<file path="src/rtl/aud_pkg.sv">
// Shared definitions for the codec-configuration I2C responder.
package aud_pkg;

    typedef enum logic [2:0] {
        S_IDLE,
        S_ADDR,
        S_ACK_A,
        S_BYTE_H,
        S_ACK_H,
        S_BYTE_L,
        S_ACK_L,
        S_IGNORE
    } i2c_resp_state_e;

    localparam logic [6:0]  WM_DEV_ADDR  = 7'h1A;
    localparam logic [6:0]  WM_REG_RESET = 7'h0F;
    localparam int unsigned WM_NUM_REGS  = 16;

endpackage

</file>
<file path="src/rtl/i2c_bus_sync.sv">
// SCL/SDA synchronizer with edge flops; decodes SCL edges and START/STOP
// conditions from the synchronized bus levels.
module i2c_bus_sync #(
    parameter int unsigned SYNC_STAGES = 2
) (
    input  logic i_clk,
    input  logic i_rst_n,
    input  logic i_scl,
    input  logic i_sda,
    output logic sda,
    output logic scl_rise,
    output logic scl_fall,
    output logic start,
    output logic stop
);

    localparam int unsigned STAGES = (SYNC_STAGES < 2) ? 2 : SYNC_STAGES;

    logic [STAGES-1:0] scl_sync;
    logic [STAGES-1:0] sda_sync;
    logic              scl;
    logic              scl_d;
    logic              sda_d;

    // Flops reset to the idle-bus level so release of reset is not an edge.
    always_ff @(posedge i_clk or negedge i_rst_n) begin
        if (!i_rst_n) begin
            scl_sync <= '1;
            sda_sync <= '1;
            scl_d    <= 1'b1;
            sda_d    <= 1'b1;
        end else begin
            scl_sync <= {scl_sync[STAGES-2:0], i_scl};
            sda_sync <= {sda_sync[STAGES-2:0], i_sda};
            scl_d    <= scl_sync[STAGES-1];
            sda_d    <= sda_sync[STAGES-1];
        end
    end

    assign scl      = scl_sync[STAGES-1];
    assign sda      = sda_sync[STAGES-1];
    assign scl_rise = scl & ~scl_d;
    assign scl_fall = ~scl & scl_d;
    // SDA edges only count as START/STOP while SCL has been high for a cycle.
    assign start    = scl & scl_d & sda_d & ~sda;
    assign stop     = scl & scl_d & ~sda_d & sda;

endmodule

</file>
<file path="src/rtl/i2c_codec_responder.sv">
// WM8731-style I2C write responder: decodes {index[6:0], value[8:0]} words.
// Optional shadow register file enabled by defining I2C_REGFILE_EN.
module i2c_codec_responder
    import aud_pkg::*;
#(
    parameter logic [6:0]  DEV_ADDR    = WM_DEV_ADDR,
    parameter int unsigned SYNC_STAGES = 2,
    parameter int unsigned NUM_REGS    = WM_NUM_REGS
) (
    input  logic       i_clk,
    input  logic       i_rst_n,
    input  logic       i_scl,
    input  logic       i_sda,
    output logic       o_sda_oen,
    output logic       o_wr_valid,
    output logic [6:0] o_wr_addr,
    output logic [8:0] o_wr_data,
    output logic       o_busy,
    input  logic [3:0] i_rd_addr,
    output logic [8:0] o_rd_data
);

    logic            sda;
    logic            scl_rise;
    logic            scl_fall;
    logic            start;
    logic            stop;

    i2c_resp_state_e state;
    logic [2:0]      bit_cnt;
    logic [7:0]      shreg;
    logic [7:0]      hi_byte;
    logic [7:0]      next_byte;

    i2c_bus_sync #(
        .SYNC_STAGES(SYNC_STAGES)
    ) u_sync (
        .i_clk   (i_clk),
        .i_rst_n (i_rst_n),
        .i_scl   (i_scl),
        .i_sda   (i_sda),
        .sda     (sda),
        .scl_rise(scl_rise),
        .scl_fall(scl_fall),
        .start   (start),
        .stop    (stop)
    );

    assign next_byte = {shreg[6:0], sda};

    always_ff @(posedge i_clk or negedge i_rst_n) begin
        if (!i_rst_n) begin
            state      <= S_IDLE;
            bit_cnt    <= '0;
            shreg      <= '0;
            hi_byte    <= '0;
            o_sda_oen  <= 1'b0;
            o_wr_valid <= 1'b0;
            o_wr_addr  <= '0;
            o_wr_data  <= '0;
            o_busy     <= 1'b0;
        end else begin
            o_wr_valid <= 1'b0;
            if (stop) begin
                state     <= S_IDLE;
                bit_cnt   <= '0;
                o_sda_oen <= 1'b0;
                o_busy    <= 1'b0;
            end else if (start) begin
                state     <= S_ADDR;
                bit_cnt   <= '0;
                o_sda_oen <= 1'b0;
                o_busy    <= 1'b1;
            end else begin
                case (state)
                    S_ADDR, S_BYTE_H, S_BYTE_L: begin
                        if (scl_rise) begin
                            shreg   <= next_byte;
                            bit_cnt <= bit_cnt + 3'd1;
                            if (bit_cnt == 3'd7) begin
                                case (state)
                                    S_ADDR: begin
                                        state <= (next_byte == {DEV_ADDR, 1'b0}) ? S_ACK_A : S_IGNORE;
                                    end
                                    S_BYTE_H: begin
                                        hi_byte <= next_byte;
                                        state   <= S_ACK_H;
                                    end
                                    default: begin
                                        o_wr_addr  <= hi_byte[7:1];
                                        o_wr_data  <= {hi_byte[0], next_byte};
                                        o_wr_valid <= 1'b1;
                                        state      <= S_ACK_L;
                                    end
                                endcase
                            end
                        end
                    end
                    // oen itself marks the two halves of the ACK slot.
                    S_ACK_A, S_ACK_H, S_ACK_L: begin
                        if (scl_fall) begin
                            if (!o_sda_oen) begin
                                o_sda_oen <= 1'b1;
                            end else begin
                                o_sda_oen <= 1'b0;
                                state     <= (state == S_ACK_H) ? S_BYTE_L : S_BYTE_H;
                            end
                        end
                    end
                    S_IDLE, S_IGNORE: begin
                        o_sda_oen <= 1'b0;
                    end
                    default: begin
                        state <= S_IDLE;
                    end
                endcase
            end
        end
    end

`ifdef I2C_REGFILE_EN
    localparam int unsigned AW = (NUM_REGS > 1) ? $clog2(NUM_REGS) : 1;

    logic [8:0] shadow [NUM_REGS];

    always_ff @(posedge i_clk or negedge i_rst_n) begin
        if (!i_rst_n) begin
            for (int unsigned i = 0; i < NUM_REGS; i++) shadow[i] <= '0;
        end else if (o_wr_valid) begin
            if (o_wr_addr == WM_REG_RESET) begin
                for (int unsigned i = 0; i < NUM_REGS; i++) shadow[i] <= '0;
            end else if (32'(o_wr_addr) < NUM_REGS) begin
                shadow[o_wr_addr[AW-1:0]] <= o_wr_data;
            end
        end
    end

    always_comb begin
        o_rd_data = '0;
        if (32'(i_rd_addr) < NUM_REGS) o_rd_data = shadow[i_rd_addr[AW-1:0]];
    end
`else
    logic unused_rd;
    assign unused_rd = ^{i_rd_addr, NUM_REGS == 0};
    assign o_rd_data = '0;
`endif

endmodule

</file>
<file path="config.mk">
export PLATFORM = sky130hd
export DESIGN_NAME = i2c_codec_responder
export DESIGN_NICKNAME = d
export VERILOG_FILES = /design/src/rtl/aud_pkg.sv /design/src/rtl/i2c_bus_sync.sv /design/src/rtl/i2c_codec_responder.sv
export SDC_FILE = /design/constraint.sdc
export NUM_CORES = 1
export LEC_CHECK = 0
export CELL_PAD_IN_SITES_DETAIL_PLACEMENT = 1
export CELL_PAD_IN_SITES_GLOBAL_PLACEMENT = 1
export CORE_ASPECT_RATIO = 1.2
export CORE_UTILIZATION = 42
export CTS_CLUSTER_DIAMETER = 100
export CTS_CLUSTER_SIZE = 14
export DETAILED_ROUTE_END_ITERATION = 8
export GPL_ROUTABILITY_DRIVEN = 0
export PLACE_DENSITY_LB_ADDON = 0.1
export RECOVER_POWER = 100
export SKIP_CTS_REPAIR_TIMING = 1
export SYNTH_ARGS = -nofsm -noshare
export SYNTH_HDL_FRONTEND = slang
export SYNTH_SLANG_ARGS = --single-unit
</file>
<file path="constraint.sdc">
create_clock -name i_clk -period 2.5 [get_ports i_clk]
set_input_delay 0.375 -clock i_clk [delete_from_list [all_inputs] [get_ports i_clk]]
set_output_delay 0.375 -clock i_clk [all_outputs]
set_load 0.005 [all_outputs]
</file>
# Word-level counts from Yosys, hierarchy flattened
# Cells that the tools add are included.
dict set report word_totals {
  memories 0
  mem_bits_ro 0
  latch_bits 0
  out_inout_bits 28
  ramBits 0
  regBits 46
}
dict set report op_classes {
  n_eq_ne 13
  magnitude_cmp 0
  n_div 0
  muxes 27
  add_sub_neg 1
  bitwise 14
  reduce_logical 16
  n_shift 0
  multipliers 0
}
# cell count
set ops {}
lappend ops {{3-bit two-way mux} 12}
lappend ops {{4-bit != test, second input constant} 4}
lappend ops {{3-bit == test, second input constant} 5}
lappend ops {{1-bit two-way mux} 12}
lappend ops {{3-bit case mux with 2 select lines} 2}
lappend ops {{6-bit AND reduction} 2}
lappend ops {{8-bit by 6-bit == test with 1-bit output, second input constant} 1}
lappend ops {{4-bit nonzero test} 2}
lappend ops {{1-bit AND} 7}
lappend ops {{1-bit inverter} 7}
lappend ops {{3-bit by 2-bit == test with 1-bit output, second input constant} 2}
lappend ops {{3-bit nonzero test} 2}
lappend ops {{3-bit OR reduction} 2}
lappend ops {{5-bit AND reduction} 1}
lappend ops {{2-bit AND reduction} 2}
lappend ops {{4-bit AND reduction} 1}
lappend ops {{2-bit OR reduction} 2}
lappend ops {{3-bit by 1-bit adder with 3-bit output, second input constant} 1}
lappend ops {{3-bit by 1-bit == test with 1-bit output, second input constant} 1}
lappend ops {{3-bit logical NOT} 1}
lappend ops {{1-bit case mux with 2 select lines} 1}
lappend ops {{2-bit nonzero test} 1}

# Logic depth before layout (Yosys ltp)
# Gate-level depths: netlist of the first run.
dict set report logic_depth {
  word_depth 8
  depth_mapped 6
  depth_no_buf 5
}

# Hierarchy
# From an unflattened synthesis of the first run, not the netlist that was laid out.
dict set report unflattened {
  hier_cells 138
  hier_area_um2 1981.9
}
# mod cells_per_inst n_inst area_per_inst_um2 seq_area_each_um2
set modules_own_cells {}
lappend modules_own_cells {i2c_codec_responder 128 1 1791.7 1001.0}
lappend modules_own_cells {i2c_bus_sync 10 1 190.2 157.7}

# Least setup slack after synthesis of the first run
# No wires, ideal clock.
dict set report synth_timing {
  path_kind {flip-flop to flip-flop}
  startpoint {register bit_cnt[0]}
  endpoint {register o_wr_addr[0]}
  path_stages_with_launch 7
  required_ns 2.375
  synth_period_minus_slack_ns 1.829
  path_buffers 1
  t_arrival_ns 1.704
  setup_slack_ns 0.671
  cell_sequence {dfrtp_1 ha_1 ha_1 nand4b_4 nor3b_4 buf_12 mux2_4}
}
dict set report synth_via {
  elab_chain_len 2
}
# element line
set synth_lines {}
lappend synth_lines {{from (decl)} i2c_codec_responder.sv:30} ;# logic [2:0] bit_cnt;
lappend synth_lines {{from (signal assigned)} i2c_codec_responder.sv:79} ;# bit_cnt <= bit_cnt + 3'd1;
lappend synth_lines {{3-bit == test} i2c_codec_responder.sv:80} ;# if (bit_cnt == 3'd7) begin
lappend synth_lines {{6-bit AND reduction (no line)} --}
lappend synth_lines {{to (signal assigned)} i2c_codec_responder.sv:90} ;# o_wr_addr <= hi_byte[7:1];
lappend synth_lines {{to (decl)} i2c_codec_responder.sv:16} ;# output logic [6:0] o_wr_addr,
# No other way between the ends.
# A chain may end at the register's enable or synchronous reset.

# Final worst setup path of the first run
dict set report layout_timing {
  startpoint {register u_sync.scl_sync[1]}
  endpoint {register hi_byte[2]}
}
dict set report layout_via {
  elab_chain_len 5
  word_cells_on_any_way 9
  cone_classes {bitwise: 8; reduce/logical: 1}
}
# element line
set layout_lines {}
lappend layout_lines {{from (decl)} i2c_bus_sync.sv:19} ;# logic [STAGES-1:0] scl_sync;
lappend layout_lines {{from (signal assigned)} i2c_bus_sync.sv:33} ;# scl_sync <= {scl_sync[STAGES-2:0], i_scl};
lappend layout_lines {{1-bit AND} {i2c_bus_sync.sv:45, i2c_bus_sync.sv:46}}
lappend layout_lines {{1-bit AND, on equally long branches (2 in a row)} {i2c_bus_sync.sv:46, i2c_bus_sync.sv:45}}
lappend layout_lines {{1-bit inverter (no line)} --}
lappend layout_lines {{6-bit AND reduction (no line) *} --}
lappend layout_lines {{to (signal assigned)} i2c_codec_responder.sv:86} ;# hi_byte <= next_byte;
lappend layout_lines {{to (decl)} i2c_codec_responder.sv:32} ;# logic [7:0] hi_byte;
# Mark *: on every way between the ends. The rest lies on a longest branch, timed or not.

==> summary.txt, run 1 <==
Power and ir drop
  • Worst-case vdd ir drop: 0.000336 V
  • Total power: 1.48 mW
  • Static leakage: 1.17 nW
  • Pwr/cell area: approximately 630 nW/um^2

Setup path
  • CP required: 2700 ps
  • Worst EP arrival: 2310 ps
  • Setup crit start kind: flip-flop
  • Worst r2r path cells: 3
  • Worst Setup End Kind: flip-flop
  • Reg-to-reg slack, setup: 390 ps
  • FF-to-FF End: hi_byte[2]$_DFFE_PN0P_
  • Worst Setup EP: hi_byte[2]$_DFFE_PN0P_
  • Critical path fanouts, max: 11
  • Worst Setup SP: u_sync.scl_sync[1]$_DFF_PN1_
  • Worst setup path class: reg2reg
  • Reg-to-reg critical path startpoint: u_sync.scl_sync[1]$_DFF_PN1_

Logic synthesis
  • Leading area contributor after synthesis: dfrtp_1
  • Synth Area in Compound Gates: 0.0563
  • Post-synth EDFFs: 0
  • Dominant cells by area after synthesis: dfrtp_1 50%, mux2_2 12%, dfstp_2 7.8%
  • Synth Area in XOR/XNOR: 0.00433
  • Cells after Synth: 139
  • Post-synthesis simple-gate area fraction: 0.0835
  • Area share of the largest cell type after synthesis: 0.495
  • Mux contribution to synthesized area: 0.204
  • Syn Std Cell Area: 2020 um^2
  • Largest family of logic cells by synthesized area: multiplexers
  • Syn_area_per_cell: 14.5 um^2
  • Ys async rst share: 1.00
  • Yosys warning count: 0
  • Synth Area in Adders: 0.0124
  • Post-synth top flop: dfrtp_1
  • Yosys cell types: 37
  • Yosys reg bits: 46
  • Seq/Total Area, Yosys: 0.573

Global route
  • First-pass GRT wire length: approximately 6400 um
  • Remaining Overflow, GRT: 0
  • Vias in the first global route: 1252
  • Total GRT Usage: 0.172
  • Largest net degree at the start of global routing: 46
  • Antenna violations before repair: 0

Die
  • Die area: 5100 um^2
  • Core Region: approximately 4600 um^2
  • Row Count: 27
  • # IOs: 36
  • Die width: 65.3 um
  • Chip height: around 78 um
  • Starting density of the core: 0.440

Min path
  • Hold Crit Class: in2async

Timing
  • Min Clock Period, post-route: 2110 ps
  • Actual slew at the worst max-slew pin: 1090 ps
  • Max-slew violations: 0
  • Clk_skew: about 9.3 ps
  • Unrepaired setup endpoints after global routing: false
  • Setup violators final: 0
  • Final hold violations: 0
  • Final clock period utilization by the worst path: 0.845
  • Max Fclk: approximately 470 MHz
  • Sum Neg Setup Slack: 0 ps
  • Slew HR: 0.273

Final layout
  • Diodes inserted: 0
  • Layout cells sized above 1: 0.248
  • Synthesis-to-finish area growth: 15.6%
  • Non-Filler Cell Area, Final: 2340 um^2
  • Final net count: 174

Route
  • Detailed Route Iter0 Violations: 34
  • DR WL/cell: 16.7 um
  • Total number of vias: between 1000 and 1500
  • DRT Pass-1 Iters: 2
  • Final ANT Viol Nets: 0
  • Routed WL: between 3000 and 4000 um
  • DR DRC count: 0
  • DR vias/cell: 5.26

Clocking
  • Reg clk slew, reported paths: 90 ps
  • Worst-Skew Late Latency: roughly 310 ps
  • Num CTS Buffers: 5
  • Max Buffers Root-to-Sink: 2
  • CTS Root Buffer Type: clkbuf_8
  • Clk sinks: 46
  • CTS tree: built
  • H-tree depth reported by CTS: 2

Place
  • Hpwl dp: roughly 2600 um
  • Post-placement cell area: 2240 um^2
  • # port buffers: 22

Run status
  • Outcome: finished clean

Flow run
  • Max_cap viols: 0
-- cell families (layout without fill, tap and decap cells) --
group / count (synthesis) / after routing
xor gates and xnor gates: 1 / 1
AOI/OAI and AO/OA: 17 / 17
muxes: 34 / 34
and+or+nand+nor: 20 / 20
adders and majority gates: 2 / 2
buffers and inverters: 18 / 36
DFF: 46 / 46
other: 1 / 9
-- per-layer routing --
layer  vias to the layer above  global-route usage  part of all wire
met5                         -                   0                 0
met4                         0               0.109             0.033
met3                        10              0.0353             0.025
met2                        21               0.279              0.52
met1                       612               0.203              0.42
li1                        530                   -                 -
-- sequential cells by signal, summed over array words and instances (netlist names) --
name	count
o_busy	1
u_sync.sda_sync	2
o_wr_addr	7
o_wr_valid	1
shreg	7
hi_byte	8
bit_cnt	3
u_sync.scl_d	1
u_sync.scl_sync	2
state	3
u_sync.sda_d	1
o_wr_data	9
o_sda_oen	1
-- worst max-delay path, stage by stage (launching register included) --
cell and delay, ps:
dfstp_1 760, nand4b_4 170, nor3b_2 670, mux2_2 420
-- how the worst min path moves through the flow --
stage | depth (start not counted) | to | slack, ps | start
3_3_place_gp | 0 | u_sync.sda_sync[1]$_DFF_PN1_ | 350 | u_sync.sda_sync[0]$_DFF_PN1_
6_report | 1 | hi_byte[2]$_DFFE_PN0P_ | 250 | i_rst_n
4_1_cts | 1 | o_wr_addr[2]$_DFFE_PN0P_ | 260 | i_rst_n
2_1_floorplan | 0 | bit_cnt[0]$_DFFE_PN0P_ | 80 | i_rst_n
3_5_place_dp | 0 | u_sync.sda_sync[1]$_DFF_PN1_ | 350 | u_sync.sda_sync[0]$_DFF_PN1_
5_1_grt | 1 | hi_byte[7]$_DFFE_PN0P_ | 350 | i_rst_n
-- cell type report --
cell class | count | area [um^2]
Fill cell | 488 | 2260
Sequential cell | 46 | 1160
Multi-Input combinational cell | 83 | 723
Timing Repair Buffer | 25 | 234
Tap cell | 58 | 72.6
Clock buffer | 5 | 68.8
Clock inverter | 3 | 68.8
Inverter | 3 | 11.3
-- layout by cell type, fill, tap and decap left out, types with 2 or more instances in the layout --
cell	instances
bufinv_16	2
mux2_2	21
and4b_1	2
dfrtp_1	40
clkbuf_8	5
nor2_1	2
dfstp_1	2
o21ai_0	7
inv_1	3
dfstp_2	4
mux2_1	7
mux2_4	3
conb_1	9
ha_1	2
dlygate4sd3_1	21
a31oi_1	2
mux2i_1	3
nor2b_1	2
nand2_1	4
-- metrics by stage --
step | util | setup WS (ps) | hold WS, ps | std cells
2_1_floorplan | - | 671 | 79.4 | 147
3_3_place_gp | 0.488 | 580 | 347 | 215
3_5_place_dp | 0.488 | 509 | 350 | 215
4_1_cts | 0.518 | 511 | 256 | 223
5_1_grt | 0.509 | 236 | 347 | 223
6_report | 0.509 | 387 | 255 | 223
-- cells in the mapped netlist (all sizes together), types with 3 or more instances --
library cell	n
dfrtp	40
o21ai	7
mux2	31
inv	3
dfstp	6
mux2i	3
buf	13
nand2	4
-- power breakdown --
part | internal [mW] | switching [mW]
logic | 0.0181 | 0.0292
registers | 0.759 | 0.0183
clock network | 0.400 | 0.258
total | 1.18 | 0.306
Power figures use the tool's default switching activity.
==> run 2, diff against run 1 <==
- CORE_UTILIZATION: 42 -> 38
- clock period: 2.5 -> 1.8 ns (I/O delays scaled with it)
==> summary.txt, run 2 (synthesis gave the netlist of run 1 again) <==
Run status
  • Outcome: finished, violations left
  • Violated checks: setup timing

Clocking
  • Clk sinks: 46
  • Reg clk slew, reported paths: around 90 ps
  • CTS tree: built
  • CTS Root Buffer Type: clkbuf_8
  • H-tree depth reported by CTS: 2
  • Num CTS Buffers: 5
  • Worst-Skew Late Latency: 300 ps
  • Max Buffers Root-to-Sink: 2

Route
  • DRT Pass-1 Iters: 4
  • Total number of vias: 1205
  • Routed WL: 4110 um
  • Detailed Route Iter0 Violations: 51
  • Final ANT Viol Nets: 0
  • DR DRC count: 0
  • DR vias/cell: 5.15
  • DR WL/cell: 17.6 um

Place
  • Placed Cells: 222
  • Post-placement cell area: 2320 um^2
  • Hpwl dp: between 2000 and 3000 um
  • # port buffers: 22

Global route
  • Total GRT Usage: 0.159
  • Remaining Overflow, GRT: 0
  • Antenna violations before repair: 0
  • Vias in the first global route: 1258
  • First-pass GRT wire length: about 6300 um
  • Largest net degree at the start of global routing: 47

Timing
  • Clk_skew: 5.55 ps
  • Setup violators final: 16
  • Final hold violations: 0
  • Unrepaired setup endpoints after global routing: true
  • Max-slew violations: 0
  • Final worst slack: -37.5 ps
  • Max Fclk: 544 MHz
  • Actual slew at the worst max-slew pin: between 1000 and 1500 ps
  • Min Clock Period, post-route: 1840 ps
  • Slew HR: 0.247
  • Sum Neg Setup Slack: -347 ps
  • Final clock period utilization by the worst path: 1.02

Final layout
  • Fill count: 500
  • Storage element area: 1160 um^2
  • Combined area of the multi-input logic cells: between 800 and 900 um^2
  • Non-Filler Cell Area, Final: 2530 um^2
  • Most frequent cells in the layout: 40 x dfrtp_1, 23 x mux2_4, 20 x dlygate4sd3_1, 9 x conb_1, 8 x mux2_2
  • Diodes inserted: 0
  • Most common cell after layout, fill and taps aside: dfrtp_1
  • Biggest register: o_wr_data
  • Non-Filler Instances: 234
  • Max FFs per register: 9
  • Final net count: 183
  • Leading registers by flop count: o_wr_data: 9 flops, hi_byte: 8 flops
  • Synthesis-to-finish area growth: 25.3%
  • Layout cells sized above 1: 0.345
  • Core Util, Final: 0.506

Power and ir drop
  • Total power: 1.91 mW
  • Clk pwr share: 0.399
  • Pwr/cell area: between 700 and 800 nW/um^2
  • Flop pwr share: 0.564
  • Pint: 1.49 mW
  • Static leakage: 1.21 nW
  • Worst-case vdd ir drop: around 0.00048 V
  • Switch Pwr: 0.421 mW
  • Logic pwr share: 0.037
  • Switching share of total power: 0.220

Die
  • # IOs: 36
  • Chip height: 81.9 um
  • Starting density of the core: 0.404
  • Row Count: 28
  • Die width: 68.6 um
  • Die area: roughly 5600 um^2
  • Core Region: 5010 um^2

Setup path
  • CP required: 1990 ps
  • WP buf/inv: 2
  • Worst setup path class: reg2reg
  • Crit path cell chain: ha_2 > ha_4 > nand4b_4 > nor3b_4 > buf_6 > clkbuf_16 > mux2_4
  • Worst EP arrival: 2020 ps
  • Worst Setup End Kind: flip-flop
  • Critical path fanouts, max: 7
  • Slowest stage delay, CP: about 380 ps
  • Largest delay share family, worst path: simple AND/OR/NAND/NOR gates
  • Setup crit start kind: flip-flop
  • Critical path's slowest cell: dfrtp_1

Min path
  • Hold Crit Class: in2async

Flow run
  • Max_cap viols: 0
[run 2: changes by cell type in the layout (fill, tap and decap cells not counted), sizes merged]
cell,delta
buf,+9
bufinv,-1
clkdlybuf4s50,+1
clkinv,+1
dlygate4sd3,-1
[run 2: layout make-up]
cell class	instances	area share
Inverter	3	0.00444
Timing Repair Buffer	34	0.138
Sequential cell	46	0.457
Clock inverter	3	0.0158
Multi-Input combinational cell	83	0.328
Tap cell	60	0.0296
Clock buffer	5	0.0272
[run 2: per-stage QoR]
| stage | hold slack [ps] | setup slack [ps] |
|---|---|---|
| CTS | 72.0 | -27.8 |
| detailed placement | 347 | -10.5 |
| global placement | 346 | 43.4 |
| floorplan | -25.6 | 2.80 |
| finish | 264 | -37.5 |
| global route | 373 | -114 |
[run 2: final timing paths]
check                                             startpoint                           end  slack [ps]  cells past startpoint
worst min-delay path                                 i_rst_n      o_wr_addr[1]$_DFFE_PN0P_         260                      2
max in group asynchronous                            i_rst_n         o_sda_oen$_DFFE_PN0P_         860                      2
min in group i_clk              u_sync.scl_sync[0]$_DFF_PN1_  u_sync.scl_sync[1]$_DFF_PN1_         360                      0
worst max register to register        bit_cnt[0]$_DFFE_PN0P_      o_wr_addr[2]$_DFFE_PN0P_         -40                      7
worst min register to register  u_sync.scl_sync[0]$_DFF_PN1_  u_sync.scl_sync[1]$_DFF_PN1_         360                      0
worst max-delay path                  bit_cnt[0]$_DFFE_PN0P_      o_wr_addr[2]$_DFFE_PN0P_         -40                      7
[run 2: per-layer routing]
metal | vias up | global-route usage | routed length [um]
met3 | 7 | 0.0333 | 112
met1 | 627 | 0.181 | 1750
li1 | 548 | - | -
met5 | - | 0 | 0
met2 | 23 | 0.269 | 2150
met4 | 0 | 0.0917 | 101
[run 2: power by group through the flow]
stage               registers [mW]  logic (mW)  clock network, mW
floorplan                     1.09      0.0577                  0
global placement              1.10      0.0699                  0
detailed placement            1.10      0.0748                  0
CTS                           1.08      0.0753              0.788
global route                  1.08      0.0814              0.822
finish                        1.08      0.0710              0.762
==> run 3, diff against run 2 <==
- ABC_AREA: not set -> 1
- CORE_UTILIZATION: 38 -> 35
- SETUP_SLACK_MARGIN: not set -> 0.1
==> summary.txt, run 3 <==
Run status
  • Outcome: finished, violations left
  • Violated checks: DRC

Logic synthesis
  • Synth cell count leaders: 80 x nand2_1, 40 x dfrtp_1, 29 x o21ai_0
  • Syn Std Cell Area: about 2000 um^2
  • Post-synth EDFFs: 0
  • Post-synth top flop: dfrtp_1
  • Dominant cells by area after synthesis: dfrtp_1 51%, nand2_1 15%, dfstp_2 8.0%
  • Yosys reg bits: 46
  • Seq/Total Area, Yosys: 0.588
  • Ys async rst share: 1.00
  • Yosys cell types: 18
  • Cell with the most instances after synthesis: nand2_1
  • Cells after Synth: 224
  • Syn_area_per_cell: 8.80 um^2
  • Yosys warning count: 0
  • Leading area contributor after synthesis: dfrtp_1
  • Area share of the largest cell type after synthesis: 0.508

Setup path
  • FF-to-FF End: o_wr_addr[4]$_DFFE_PN0P_
  • Crit path cell chain: ha_1 > ha_1 > nand3_1 > inv_1 > nand3_2 > clkinvlp_4 > nand2_1 > nand2_1
  • Worst Setup End Kind: flip-flop
  • Worst setup path class: reg2reg
  • Setup crit start kind: flip-flop
  • Slowest stage delay, CP: 400 ps
  • WP buf/inv: 2
  • Reg-to-reg critical path startpoint: bit_cnt[0]$_DFFE_PN0P_
  • Worst EP arrival: 1770 ps
  • Reg-to-reg slack, setup: roughly 230 ps
  • Critical path's slowest cell: dfrtp_1
  • CP required: 2000 ps
  • Largest delay share family, worst path: flip-flops
  • Worst r2r path cells: 8
  • Critical path fanouts, max: 9

Final layout
  • Diodes inserted: 0
  • Layout cells sized above 1: 0.0827
  • Biggest register: o_wr_data
  • Fill count: between 600 and 700
  • Most frequent cells in the layout: 82 x nand2_1, 40 x dfrtp_1, 29 x o21ai_0, 22 x inv_1, 22 x dlygate4sd3_1
  • Non-Filler Instances: 316
  • Max FFs per register: 9
  • Storage element area: between 1000 and 1500 um^2
  • Final net count: between 200 and 300
  • Non-Filler Cell Area, Final: 2340 um^2
  • Most common cell after layout, fill and taps aside: nand2_1
  • Combined area of the multi-input logic cells: 643 um^2
  • Synthesis-to-finish area growth: 18.7%
  • Leading registers by flop count: o_wr_data: 9 flops, hi_byte: 8 flops

Place
  • Placed Cells: between 300 and 400
  • Hpwl dp: 2710 um
  • # port buffers: 22
  • Post-placement cell area: ~2200 um^2

Route
  • Detailed Route Iter0 Violations: 51
  • DR WL/cell: approximately 12 um
  • Total number of vias: 1434
  • Final ANT Viol Nets: 0
  • DRT Pass-1 Iters: 8
  • Routed WL: 3820 um
  • DR vias/cell: 4.54
  • DR DRC count: 9

Timing
  • Setup violators final: 0
  • Actual slew at the worst max-slew pin: roughly 640 ps
  • Max-slew violations: 0
  • Sum Neg Setup Slack: 0 ps
  • Min Clock Period, post-route: around 1600 ps
  • Max Fclk: around 640 MHz
  • Final clock period utilization by the worst path: 0.874
  • Clk_skew: 6.85 ps
  • Hold WS: 359 ps
  • Unrepaired setup endpoints after global routing: true
  • Slew HR: 0.572
  • Final hold violations: 0

Die
  • Die area: approximately 5900 um^2
  • # IOs: 36
  • Core Region: roughly 5400 um^2
  • Starting density of the core: 0.367
  • Row Count: 29
  • Die width: approximately 70 um
  • Chip height: between 80 and 90 um

Min path
  • Worst Hold Depth: 0
  • Hold Crit Class: reg2reg
  • Hold Path Origin: u_sync.scl_sync[0]$_DFF_PN1_
  • Hold Path End: u_sync.scl_sync[1]$_DFF_PN1_

Global route
  • Total GRT Usage: 0.149
  • Antenna violations before repair: 0
  • Vias in the first global route: 1484
  • Largest net degree at the start of global routing: 27
  • First-pass GRT wire length: 6930 um
  • Remaining Overflow, GRT: 0

Clocking
  • CTS tree: built
  • CTS Root Buffer Type: clkbuf_8
  • Num CTS Buffers: 5
  • Worst-Skew Late Latency: 300 ps
  • Clk sinks: 46
  • Max Buffers Root-to-Sink: 2
  • H-tree depth reported by CTS: 2
  • Reg clk slew, reported paths: approximately 90 ps

Power and ir drop
  • Static leakage: ~1.2 nW
  • Pwr/cell area: 1150 nW/um^2
  • Total power: 2.70 mW
  • Worst-case vdd ir drop: 0.000503 V

Flow run
  • Max_cap viols: 0
[run 3: cell types whose count changed after synthesis, moves of 3 or more]
cell     before  now
nor2_1        2   16
nand2_1       4   80
nand3_2       0    3
mux2i_1       3    0
o21ai_0       7   29
inv_1         3   22
mux2_4        9    0
mux2_2       22    0
nand3_1       0    4
[run 3: final cells by class]
cell class | count | area share
clock buffer | 5 | 0.0294
clock inverter | 3 | 0.0187
inverter | 23 | 0.0385
multi-input combinational | 150 | 0.275
sequential | 46 | 0.495
tap | 62 | 0.0332
timing repair buffer | 27 | 0.110
[run 3: worst max path at each step]
stage | start | end | slack (ps) | cells after the start
after floorplan | bit_cnt[0]$_DFFE_PN0P_ | o_wr_addr[0]$_DFFE_PN0P_ | 380 | 8
after global placement | bit_cnt[0]$_DFFE_PN0P_ | o_wr_addr[1]$_DFFE_PN0P_ | 180 | 8
after detailed placement | bit_cnt[0]$_DFFE_PN0P_ | o_wr_addr[5]$_DFFE_PN0P_ | 150 | 8
after CTS | bit_cnt[0]$_DFFE_PN0P_ | o_wr_addr[5]$_DFFE_PN0P_ | 140 | 8
after global routing | bit_cnt[0]$_DFFE_PN0P_ | hi_byte[1]$_DFFE_PN0P_ | 60 | 6
final | bit_cnt[0]$_DFFE_PN0P_ | o_wr_addr[4]$_DFFE_PN0P_ | 230 | 8
[run 3: metal layers]
layer,wire (um),global-route usage,vias to the layer above
li1,-,-,728
met1,1820,0.187,674
met2,1800,0.249,26
met3,140,0.0420,6
met4,55,0.0445,0
met5,0,0,-
[run 3: power by group]
group,leakage [nW],internal [mW],switching (mW)
sequential,0.607,1.18,0.121
clock,0.0585,0.416,0.360
combinational,0.577,0.220,0.402
[run 3: logic make-up (layout without fill, tap and decap cells)]
kind of cell,count (synthesis),after routing,synth area share
simple gates,106,106,0.218
flops,46,46,0.588
buf+inv,36,58,0.0958
compound gates,33,33,0.0838
fa+ha+maj,2,2,0.0127
other cells,1,9,0.00190
[run 3: worst register-to-register path: cells and delay by family (launching register included)]
kind                     cells  cell delay [ps]
flip-flops                   1              400
AND/OR/NAND/NOR              4              390
buffers and inverters        2              290
adder cells (fa/ha/maj)      2              400
[run 3: per-stage QoR]
step           worst slack, ps   util
2_1_floorplan              378      -
3_3_place_gp               183  0.416
3_5_place_dp               155  0.416
4_1_cts                    144  0.437
5_1_grt                   63.2  0.436
6_report                   227  0.436
